$ cat src/rtl/can_pkg.sv
// Shared types for the CAN transmit scheduler: FSM states, mailbox record,
// and the arbitration-key builder (lower key wins on the bus).
package can_pkg;

  typedef enum logic [2:0] {
    IDLE   = 3'd0,
    SELECT = 3'd1,
    START  = 3'd2,
    WAIT   = 3'd3,
    RETRY  = 3'd4
  } tx_sched_state_e;

  typedef logic [31:0] can_arb_key_t;

  typedef struct packed {
    logic [10:0] id_std;
    logic [17:0] id_ext;
    logic        ide;
    logic        rtr;
    logic [3:0]  dlc;
    logic [63:0] data;
  } can_mb_t;

  // Bit order mirrors the on-wire arbitration field: base id, RTR/SRR, IDE, ext id, RTR.
  function automatic can_arb_key_t mk_arb_key(input can_mb_t mb);
    return {mb.id_std,
            (mb.ide ? 1'b1 : mb.rtr),
            mb.ide,
            (mb.ide ? mb.id_ext : 18'h0),
            (mb.ide ? mb.rtr : 1'b0)};
  endfunction

endpackage

$ cat src/rtl/can_tx_prio_select.sv
// Combinational minimum-key finder; ties resolve to the lowest mailbox index.
module can_tx_prio_select
  import can_pkg::*;
#(
  parameter int NUM_MB = 4
) (
  input  can_arb_key_t               keys_i [NUM_MB],
  input  logic [NUM_MB-1:0]          valid_i,
  output logic [$clog2(NUM_MB)-1:0]  win_idx_o,
  output logic                       found_o
);

  localparam int IDX_W = $clog2(NUM_MB);

  can_arb_key_t       best_key_s;
  logic [IDX_W-1:0]   best_idx_s;
  logic               found_s;

  // Linear scan with strict less-than keeps the earlier index on ties.
  always_comb begin
    best_key_s = '1;
    best_idx_s = '0;
    found_s    = 1'b0;
    for (int i = 0; i < NUM_MB; i++) begin
      if (valid_i[i] && (!found_s || (keys_i[i] < best_key_s))) begin
        best_key_s = keys_i[i];
        best_idx_s = IDX_W'(i);
        found_s    = 1'b1;
      end else begin
        best_key_s = best_key_s;
      end
    end
    win_idx_o = best_idx_s;
    found_o   = found_s;
  end

endmodule

$ cat src/rtl/can_tx_scheduler.sv
// Multi-mailbox CAN transmit scheduler. Define CAN_TX_SINGLE_SHOT_EN to drop
// frames on the first arbitration loss instead of retrying.
module can_tx_scheduler
  import can_pkg::*;
#(
  parameter int NUM_MB    = 4,
  parameter int MAX_RETRY = 0
) (
  input  logic                      clk,
  input  logic                      rst,
  input  logic                      wr_en,
  input  logic [$clog2(NUM_MB)-1:0] wr_sel,
  input  logic [10:0]               wr_id_std,
  input  logic [17:0]               wr_id_ext,
  input  logic                      wr_ide,
  input  logic                      wr_rtr,
  input  logic [3:0]                wr_dlc,
  input  logic [63:0]               wr_data,
  input  logic [NUM_MB-1:0]         abort_req,
  input  logic                      tx_done,
  input  logic                      arb_lost,
  output logic                      start_tx,
  output logic [10:0]               tx_id_std,
  output logic [17:0]               tx_id_ext,
  output logic                      tx_ide,
  output logic                      tx_rtr1,
  output logic                      tx_rtr2,
  output logic                      tx_remote_req,
  output logic [3:0]                tx_dlc,
  output logic [63:0]               tx_data,
  output logic [NUM_MB-1:0]         pending,
  output logic [NUM_MB-1:0]         tx_ok,
  output logic [NUM_MB-1:0]         tx_fail,
  output logic [NUM_MB-1:0]         tx_aborted,
  output logic                      wr_err,
  output logic                      busy
);

  localparam int IDX_W = $clog2(NUM_MB);
  localparam int CNT_W = 8;

  tx_sched_state_e    state_q, state_d;
  can_mb_t            mb_q [NUM_MB];
  can_mb_t            fld_q;
  logic               rtr1_q;
  logic [NUM_MB-1:0]  pending_q, pending_d;
  logic [NUM_MB-1:0]  ok_q, ok_d, fail_q, fail_d, abrt_q, abrt_d;
  logic [IDX_W-1:0]   act_idx_q, act_idx_d;
  logic               abort_lat_q, abort_lat_d;
  logic               start_q, busy_q, wr_err_q, wr_err_d;
  logic               wr_store_s, ld_fld_s, act_vld_s;
  logic [IDX_W-1:0]   act_s, win_idx_s;
  logic               found_s;
  can_arb_key_t       keys_s [NUM_MB];
`ifndef CAN_TX_SINGLE_SHOT_EN
  logic [CNT_W-1:0]   retry_q [NUM_MB];
  logic [CNT_W-1:0]   retry_d [NUM_MB];
  logic [CNT_W-1:0]   retry_inc_s;
`endif

  // Arbitration keys for every mailbox.
  always_comb begin
    for (int i = 0; i < NUM_MB; i++) begin
      keys_s[i] = mk_arb_key(mb_q[i]);
    end
  end

  can_tx_prio_select #(.NUM_MB(NUM_MB)) u_prio (
    .keys_i    (keys_s),
    .valid_i   (pending_q),
    .win_idx_o (win_idx_s),
    .found_o   (found_s)
  );

  // In SELECT the winner is already treated as active so an abort there is latched, not applied.
  assign act_s     = (state_q == SELECT) ? win_idx_s : act_idx_q;
  assign act_vld_s = (state_q != IDLE) && !((state_q == SELECT) && !found_s);

  // Next-state, pending bookkeeping and result pulses.
  always_comb begin
    state_d     = state_q;
    pending_d   = pending_q;
    abort_lat_d = abort_lat_q;
    act_idx_d   = act_idx_q;
    ok_d        = '0;
    fail_d      = '0;
    abrt_d      = '0;
    wr_err_d    = 1'b0;
    wr_store_s  = 1'b0;
    ld_fld_s    = 1'b0;
`ifndef CAN_TX_SINGLE_SHOT_EN
    retry_d     = retry_q;
    retry_inc_s = retry_q[act_idx_q] + CNT_W'(1);
`endif

    if (wr_en) begin
      if (pending_q[wr_sel]) begin
        wr_err_d = 1'b1;
      end else begin
        pending_d[wr_sel] = 1'b1;
        wr_store_s        = 1'b1;
`ifndef CAN_TX_SINGLE_SHOT_EN
        retry_d[wr_sel]   = '0;
`endif
      end
    end else begin
      wr_err_d = 1'b0;
    end

    for (int i = 0; i < NUM_MB; i++) begin
      if (abort_req[i] && pending_q[i]) begin
        if (act_vld_s && (act_s == IDX_W'(i))) begin
          abort_lat_d = 1'b1;
        end else begin
          pending_d[i] = 1'b0;
          abrt_d[i]    = 1'b1;
        end
      end else begin
        abrt_d[i] = abrt_d[i];
      end
    end

    case (state_q)
      IDLE: begin
        abort_lat_d = 1'b0;
        if (|pending_q) begin
          state_d = SELECT;
        end else begin
          state_d = IDLE;
        end
      end
      SELECT: begin
        if (found_s) begin
          act_idx_d = win_idx_s;
          ld_fld_s  = 1'b1;
          state_d   = START;
        end else begin
          state_d = IDLE;
        end
      end
      START: state_d = WAIT;
      WAIT: begin
        if (tx_done) begin
          pending_d[act_idx_q] = 1'b0;
          ok_d[act_idx_q]      = 1'b1;
`ifndef CAN_TX_SINGLE_SHOT_EN
          retry_d[act_idx_q]   = '0;
`endif
          state_d = IDLE;
        end else if (arb_lost) begin
          state_d = RETRY;
        end else begin
          state_d = WAIT;
        end
      end
      RETRY: begin
        state_d = IDLE;
        if (abort_lat_q || abort_req[act_idx_q]) begin
          pending_d[act_idx_q] = 1'b0;
          abrt_d[act_idx_q]    = 1'b1;
`ifndef CAN_TX_SINGLE_SHOT_EN
          retry_d[act_idx_q]   = '0;
`endif
        end else begin
`ifdef CAN_TX_SINGLE_SHOT_EN
          pending_d[act_idx_q] = 1'b0;
          fail_d[act_idx_q]    = 1'b1;
`else
          if ((MAX_RETRY != 0) && (retry_inc_s == CNT_W'(MAX_RETRY))) begin
            pending_d[act_idx_q] = 1'b0;
            fail_d[act_idx_q]    = 1'b1;
            retry_d[act_idx_q]   = '0;
          end else begin
            retry_d[act_idx_q] = retry_inc_s;
          end
`endif
        end
      end
      default: state_d = IDLE;
    endcase
  end

  // State, mailbox storage and registered outputs.
  always_ff @(posedge clk) begin
    if (rst) begin
      state_q     <= IDLE;
      pending_q   <= '0;
      abort_lat_q <= 1'b0;
      act_idx_q   <= '0;
      fld_q       <= '0;
      rtr1_q      <= 1'b0;
      start_q     <= 1'b0;
      busy_q      <= 1'b0;
      ok_q        <= '0;
      fail_q      <= '0;
      abrt_q      <= '0;
      wr_err_q    <= 1'b0;
      for (int i = 0; i < NUM_MB; i++) begin
        mb_q[i] <= '0;
      end
    end else begin
      state_q     <= state_d;
      pending_q   <= pending_d;
      abort_lat_q <= abort_lat_d;
      act_idx_q   <= act_idx_d;
      start_q     <= (state_d == START);
      busy_q      <= (state_d == START) || (state_d == WAIT) || (state_d == RETRY);
      ok_q        <= ok_d;
      fail_q      <= fail_d;
      abrt_q      <= abrt_d;
      wr_err_q    <= wr_err_d;
      if (wr_store_s) begin
        mb_q[wr_sel] <= '{id_std: wr_id_std, id_ext: wr_id_ext, ide: wr_ide,
                          rtr: wr_rtr, dlc: wr_dlc, data: wr_data};
      end
      if (ld_fld_s) begin
        fld_q  <= mb_q[win_idx_s];
        rtr1_q <= mb_q[win_idx_s].ide | mb_q[win_idx_s].rtr;
      end
    end
  end

`ifndef CAN_TX_SINGLE_SHOT_EN
  // Per-mailbox arbitration-loss counters.
  always_ff @(posedge clk) begin
    if (rst) begin
      for (int i = 0; i < NUM_MB; i++) begin
        retry_q[i] <= '0;
      end
    end else begin
      retry_q <= retry_d;
    end
  end
`endif

  assign start_tx      = start_q;
  assign busy          = busy_q;
  assign pending       = pending_q;
  assign tx_ok         = ok_q;
  assign tx_fail       = fail_q;
  assign tx_aborted    = abrt_q;
  assign wr_err        = wr_err_q;
  assign tx_id_std     = fld_q.id_std;
  assign tx_id_ext     = fld_q.id_ext;
  assign tx_ide        = fld_q.ide;
  assign tx_rtr1       = rtr1_q;
  assign tx_rtr2       = fld_q.rtr;
  assign tx_remote_req = fld_q.rtr;
  assign tx_dlc        = fld_q.dlc;
  assign tx_data       = fld_q.data;

endmodule

$ cat config.mk
export PLATFORM = sky130hd
export DESIGN_NAME = can_tx_scheduler
export DESIGN_NICKNAME = d
export VERILOG_FILES = /design/src/rtl/can_pkg.sv /design/src/rtl/can_tx_prio_select.sv /design/src/rtl/can_tx_scheduler.sv
export SDC_FILE = /design/constraint.sdc
export NUM_CORES = 1
export LEC_CHECK = 0
export BUFFER_PORTS_ARGS = -buffer_cell sky130_fd_sc_hd__buf_2
export CAP_MARGIN = 20
export CELL_PAD_IN_SITES_DETAIL_PLACEMENT = 1
export CELL_PAD_IN_SITES_GLOBAL_PLACEMENT = 2
export CORE_MARGIN = 2
export CORE_UTILIZATION = 37
export CTS_CLUSTER_DIAMETER = 50
export DETAILED_ROUTE_END_ITERATION = 8
export PLACE_DENSITY = 0.85
export SLEW_MARGIN = 10
export SYNTH_ARGS = -nofsm -noshare
export SYNTH_HDL_FRONTEND = slang
export SYNTH_HIERARCHICAL = 1
export SYNTH_SLANG_ARGS = --single-unit
$ cat constraint.sdc
create_clock -name clk -period 8.6 [get_ports clk]
set_input_delay 1.29 -clock clk [delete_from_list [all_inputs] [get_ports clk]]
set_output_delay 1.29 -clock clk [all_outputs]
set_load 0.005 [all_outputs]
=== Word-level counts from Yosys, hierarchy flattened ===
Memories as Yosys holds them, arrays and structs flattened.
Index checks and enable logic that the tools add are counted.

* Bits in registers: 121
* Input port bits: 110
* Output and inout bits: 120
* Memories: 1
* Word-level logic and storage cells: 157
* RAM bits: 396

* Reductions and logical operators: 35
* Equality and inequality tests: 10
* $lt $le $gt $ge: 7
* Bitwise gates (word level): 8
* Multiplexer cells: 80

{| class="wikitable"
|+ Memory list
! name !! depth !! bits a word !! read ports !! clocked after Yosys merged registers in !! wr ports !! RTL line !! source
|-
| mb_q || 4 || 99 || 5 || 0 || 4 || can_tx_scheduler.sv:43 || <nowiki>can_mb_t mb_q [NUM_MB];</nowiki>
|}

{| class="wikitable"
|+ Operators with widths
! cell !! count
|-
| $mux 99 || 1
|-
| $reduce_or 99->1 || 1
|-
| $lt 32x32->1 || 3
|-
| $mux 32 || 3
|-
| $mux 18 || 4
|-
| $mux 1 || 53
|-
| $mux 4 || 6
|-
| $logic_and 1x1->1 || 15
|-
| $eq 3x2->1 const B || 4
|-
| $pmux 3 s4 || 1
|-
| $mux 2 || 5
|-
| $or 4x4->4 || 2
|-
| $pmux 4 s2 || 1
|-
| $eq 3x3->1 const B || 2
|-
| $logic_or 1x1->1 || 6
|-
| $lt 2x3->1 const B || 2
|-
| $mux 3 || 2
|-
| $logic_not 1->1 || 5
|-
| $and 4x4->4 || 1
|-
| $bmux 1 s2 || 2
|-
| $demux 1 s2 || 2
|-
| $eq 2x2->1 const B || 2
|-
| $ge 2x1->1 const B || 2
|-
| $not 4->4 || 1
|-
| 11 further kinds || 14
|}

=== Longest topological paths before layout ===
An unclocked memory read counts as a cell.

* Word-level depth: 28
* Mapped depth: 42
* Mapped depth without buffers: 35

=== Hierarchy ===
The synthesis kept the hierarchy.

{| class="wikitable"
|+ Modules (own cells, without submodules)
! module !! cells each !! area an instance (um^2) !! instances !! sequential area each (um^2)
|-
| can_tx_scheduler || 1620 || 21988.6 || 1 || 14313.7
|-
| can_tx_prio_select || 440 || 3145.5 || 1 || 0.0
|}

=== Worst setup path before layout ===
Ideal clock, no wire load.

* Path kind: in2reg
* From: input wr_sel[0]
* To: memory mb_q[2][0] (netlist name) (enable)
* Stages on the path: 2
* Buffers on the path: 1
* Path slack: -0.801 ns
* Library setup time: 0.702 ns
* Data required time: 7.898 ns
* Arrival: 8.698 ns
* Path through: buf_6 > o31ai_1

{| class="wikitable"
|+ RTL lines
! item !! RTL line !! source
|-
| start: declaration || can_tx_scheduler.sv:12 || <nowiki>input logic [$clog2(NUM_MB)-1:0] wr_sel,</nowiki>
|-
| end: declaration || can_tx_scheduler.sv:43 ||
|}

==> qor.csv <==
metric;value;unit
skew final;0.0236;ns
first-pass GRT wire length;119000;µm
simple-gate share of the synthesized area;19.7;%
I/O Buffers;225;
CP startpoint kind;flop;
Most used DFF post-synth;edfxtp_1;
Cells after Synth;2060;
Filler Cells Inserted;7025;
CTS Buf Count;69;
WHS;0.451;ns
Fmax;119;MHz
CTS Hold Bufs;0;
largest family of logic cells by synthesized area;simple AND/OR/NAND/NOR gates;
CTS H-tree depth;3;
Yosys cell types;71;
RePlAce Congestion;0.942;
area delta synth->final;24.3;%
CTS tree;yes;
Design Area, Final;31200;µm²
clock buffer depth;3;
Post-synth EDFFs;396;
via count;18000;
cell-internal power;0.00491;W
Flop pwr share;43.7;%
clk slew on worst S/H paths;0.06;ns
register area share after synthesis;56.9;%
number of placement rows;95;
Iteration-0 DRC Markers;1180;
peak supply drop;0.177;mV
Static Leak;12.7;nW
CP Capture Type;flop;
Via-to-Cell Ratio;5.44;
Sw Ratio;25.8;%
most frequent cells in the layout;edfxtp_1 (396), and2_1 (371), nand2_1 (285), buf_2 (225), buf_4 (123);
worst relative slew slack;25.6;%
worst slack at placement;-0.255;ns
worst skew pair latency;0.62;ns
clk root buf;clkbuf_16;
crit path kind;reg -> reg;
critical path arrival;8.86;ns
Die Y;265;µm
Largest stage delay, worst path;0.57;ns
largest net degree at the start of global routing;77;
XOR/XNOR share of the synthesized area;0.0348;%
status;finished clean;
min Tclk post-route;8.39;ns
min setup slack post-route;0.213;ns
Ports;230;
clock sinks;517;
Syn Std Cell Area;25100;µm²
antenna-violating nets left;0;
share of post-route cells with drive strength above 1;28.5;%
die area;70000;µm²
Comb pwr share;13.4;%
Sw Pwr;0.00171;W
vias in the first global route;19500;
Final Power;0.00662;W
DRC Markers;0;
final design utilization;46.5;%
MaxCap Viol Count;0;
GRT overflow;0;
DR pass1 iterations;5;
Post-Syn Area per Cell;12.2;µm²
Setup Viol. Count Final;0;
Required @ worst endpoint;9.07;ns
drt wl/cell;23.9;µm
post-synthesis mux area share;9.09;%
Adder-Cell Fraction of Synth Area;4.53;%
DP HPWL;50200;µm
top fanout value on the critical path;9;
#FFs+latches synth;517;
die width;265;µm
placed standard-cell area;28000;µm²
Core ar.;67200;µm²
GR Util All Layers;22.4;%
Pins Over Slew Limit;0;
Yosys warnings;6;
Async S/R FF share, synth;0;%
Total Wirelength;79300;µm
most common cell after layout, fill and taps aside;edfxtp_1;
initial antenna violation count;16;
Layout Nets;2578;
Synth Area in Compound Gates;6.93;%
Fin. Hold Viols;0;
crit share post-route;97.5;%
pwr/cell area;212;nW/µm²
Initial Util;37.4;%
Clock power frac;42.9;%
worst min path class;reg -> reg;
Slowest cell on crit path;mux4_2;
Least-Margin Pin Slew;1.12;ns
==> critical path, delay by kind of cell (launching register included) <==
family / cells / cell delay (ns)
AOI/OAI and AO/OA: 14 / 2.60
adders and majority gates: 3 / 0.83
buffers and inverters: 9 / 1.51
DFF: 1 / 0.46
muxes: 1 / 0.57
and+or+nand+nor: 12 / 2.22
==> sequential cells by signal, summed over array words and instances (netlist names) <==
register / count
abort_lat_q: 1
act_idx_q: 2
busy: 1
mb_q: 396
pending: 4
start_tx: 1
state_q: 3
tx_aborted: 4
tx_data: 64
tx_dlc: 4
tx_id_ext: 18
tx_id_std: 11
tx_ide: 1
tx_ok: 4
tx_remote_req: 1
tx_rtr1: 1
wr_err: 1
==> stage by stage <==
step,setup TNS (ns),instances
6_report,0,3317
5_1_grt,-6.21,3309
4_1_cts,0,3272
3_5_place_dp,-15.13,3138
3_3_place_gp,-0.0957,3137
2_1_floorplan,0,2063
==> power groups by stage <==
stage	combinational, W	clock [W]	sequential (W)
after global routing	0.000957	0.00300	0.00291
after floorplan	0.000478	0	0.00292
after global placement	0.000794	0	0.00293
final	0.000887	0.00283	0.00289
after detailed placement	0.000815	0	0.00295
after CTS	0.000825	0.00289	0.00289
==> per-layer routing <==
layer  global-route usage [%]  part of all wire (%)  vias to the layer above
li1                         -                     -                     8131
met3                     4.82                   6.3                      129
met5                        0                  0.13                        -
met2                     38.4                    50                      490
met1                     27.9                    41                     9261
met4                     7.52                   2.4                       18
==> logic make-up after synthesis <==
logic type,Yosys count
AND/OR/NAND/NOR,908
flip-flops,517
AO/OA/AOI/OAI,285
buffers and inverters,154
multiplexers,103
adder cells (fa/ha/maj),91
other,1
XOR/XNOR,1
==> worst paths after layout <==
check | start | end | slack (ns) | depth (start not counted)
max reg2reg | mb_q[0][69]$_SDFFCE_PN0P_ | tx_id_std[9]$_SDFFE_PP0P_ | 0.21 | 39
min reg2reg | tx_dlc[3]$_SDFFE_PP0P_ | tx_dlc[3]$_SDFFE_PP0P_ | 0.45 | 2
min | tx_dlc[3]$_SDFFE_PP0P_ | tx_dlc[3]$_SDFFE_PP0P_ | 0.45 | 2
max | mb_q[0][69]$_SDFFCE_PN0P_ | tx_id_std[9]$_SDFFE_PP0P_ | 0.21 | 39
==> repair_timing <==
| item | in CTS | in global routing |
|---|---|---|
| gates resized for setup | 5 | 93 |
| setup endpoints to repair | 102 | 109 |
| pin swaps | 1 | 32 |
| setup buffers | 6 | 25 |
| cloned | 0 | 9 |
==> layout make-up <==
cell class,instances,area [µm²],area share (%)
Clock inverter,39,398,1.27
Tap cell,873,1090,3.50
Timing Repair Buffer,392,2870,9.18
Sequential cell,517,14300,45.8
Antenna cell,10,25.0,0.0801
Clock buffer,89,1880,6.03
Multi-Input combinational cell,1392,10600,34.0
Inverter,5,20.0,0.0641
==> cells in the mapped netlist (23+ instances only) <==
cell type	count	share of area, %
edfxtp_1	396	47
and2_1	373	9.3
nand2_1	292	4.4
a21oi_1	136	2.7
dfxtp_1	121	9.6
and3_1	103	2.6
mux4_2	100	9.0
clkbuf_1	98	1.5
ha_1	91	4.5
nor2b_1	36	0.90
o21a_1	34	1.0
o21ai_1	32	0.64
buf_2	29	0.58
a21o_1	23	0.69
Power figures use the tool's default switching activity.
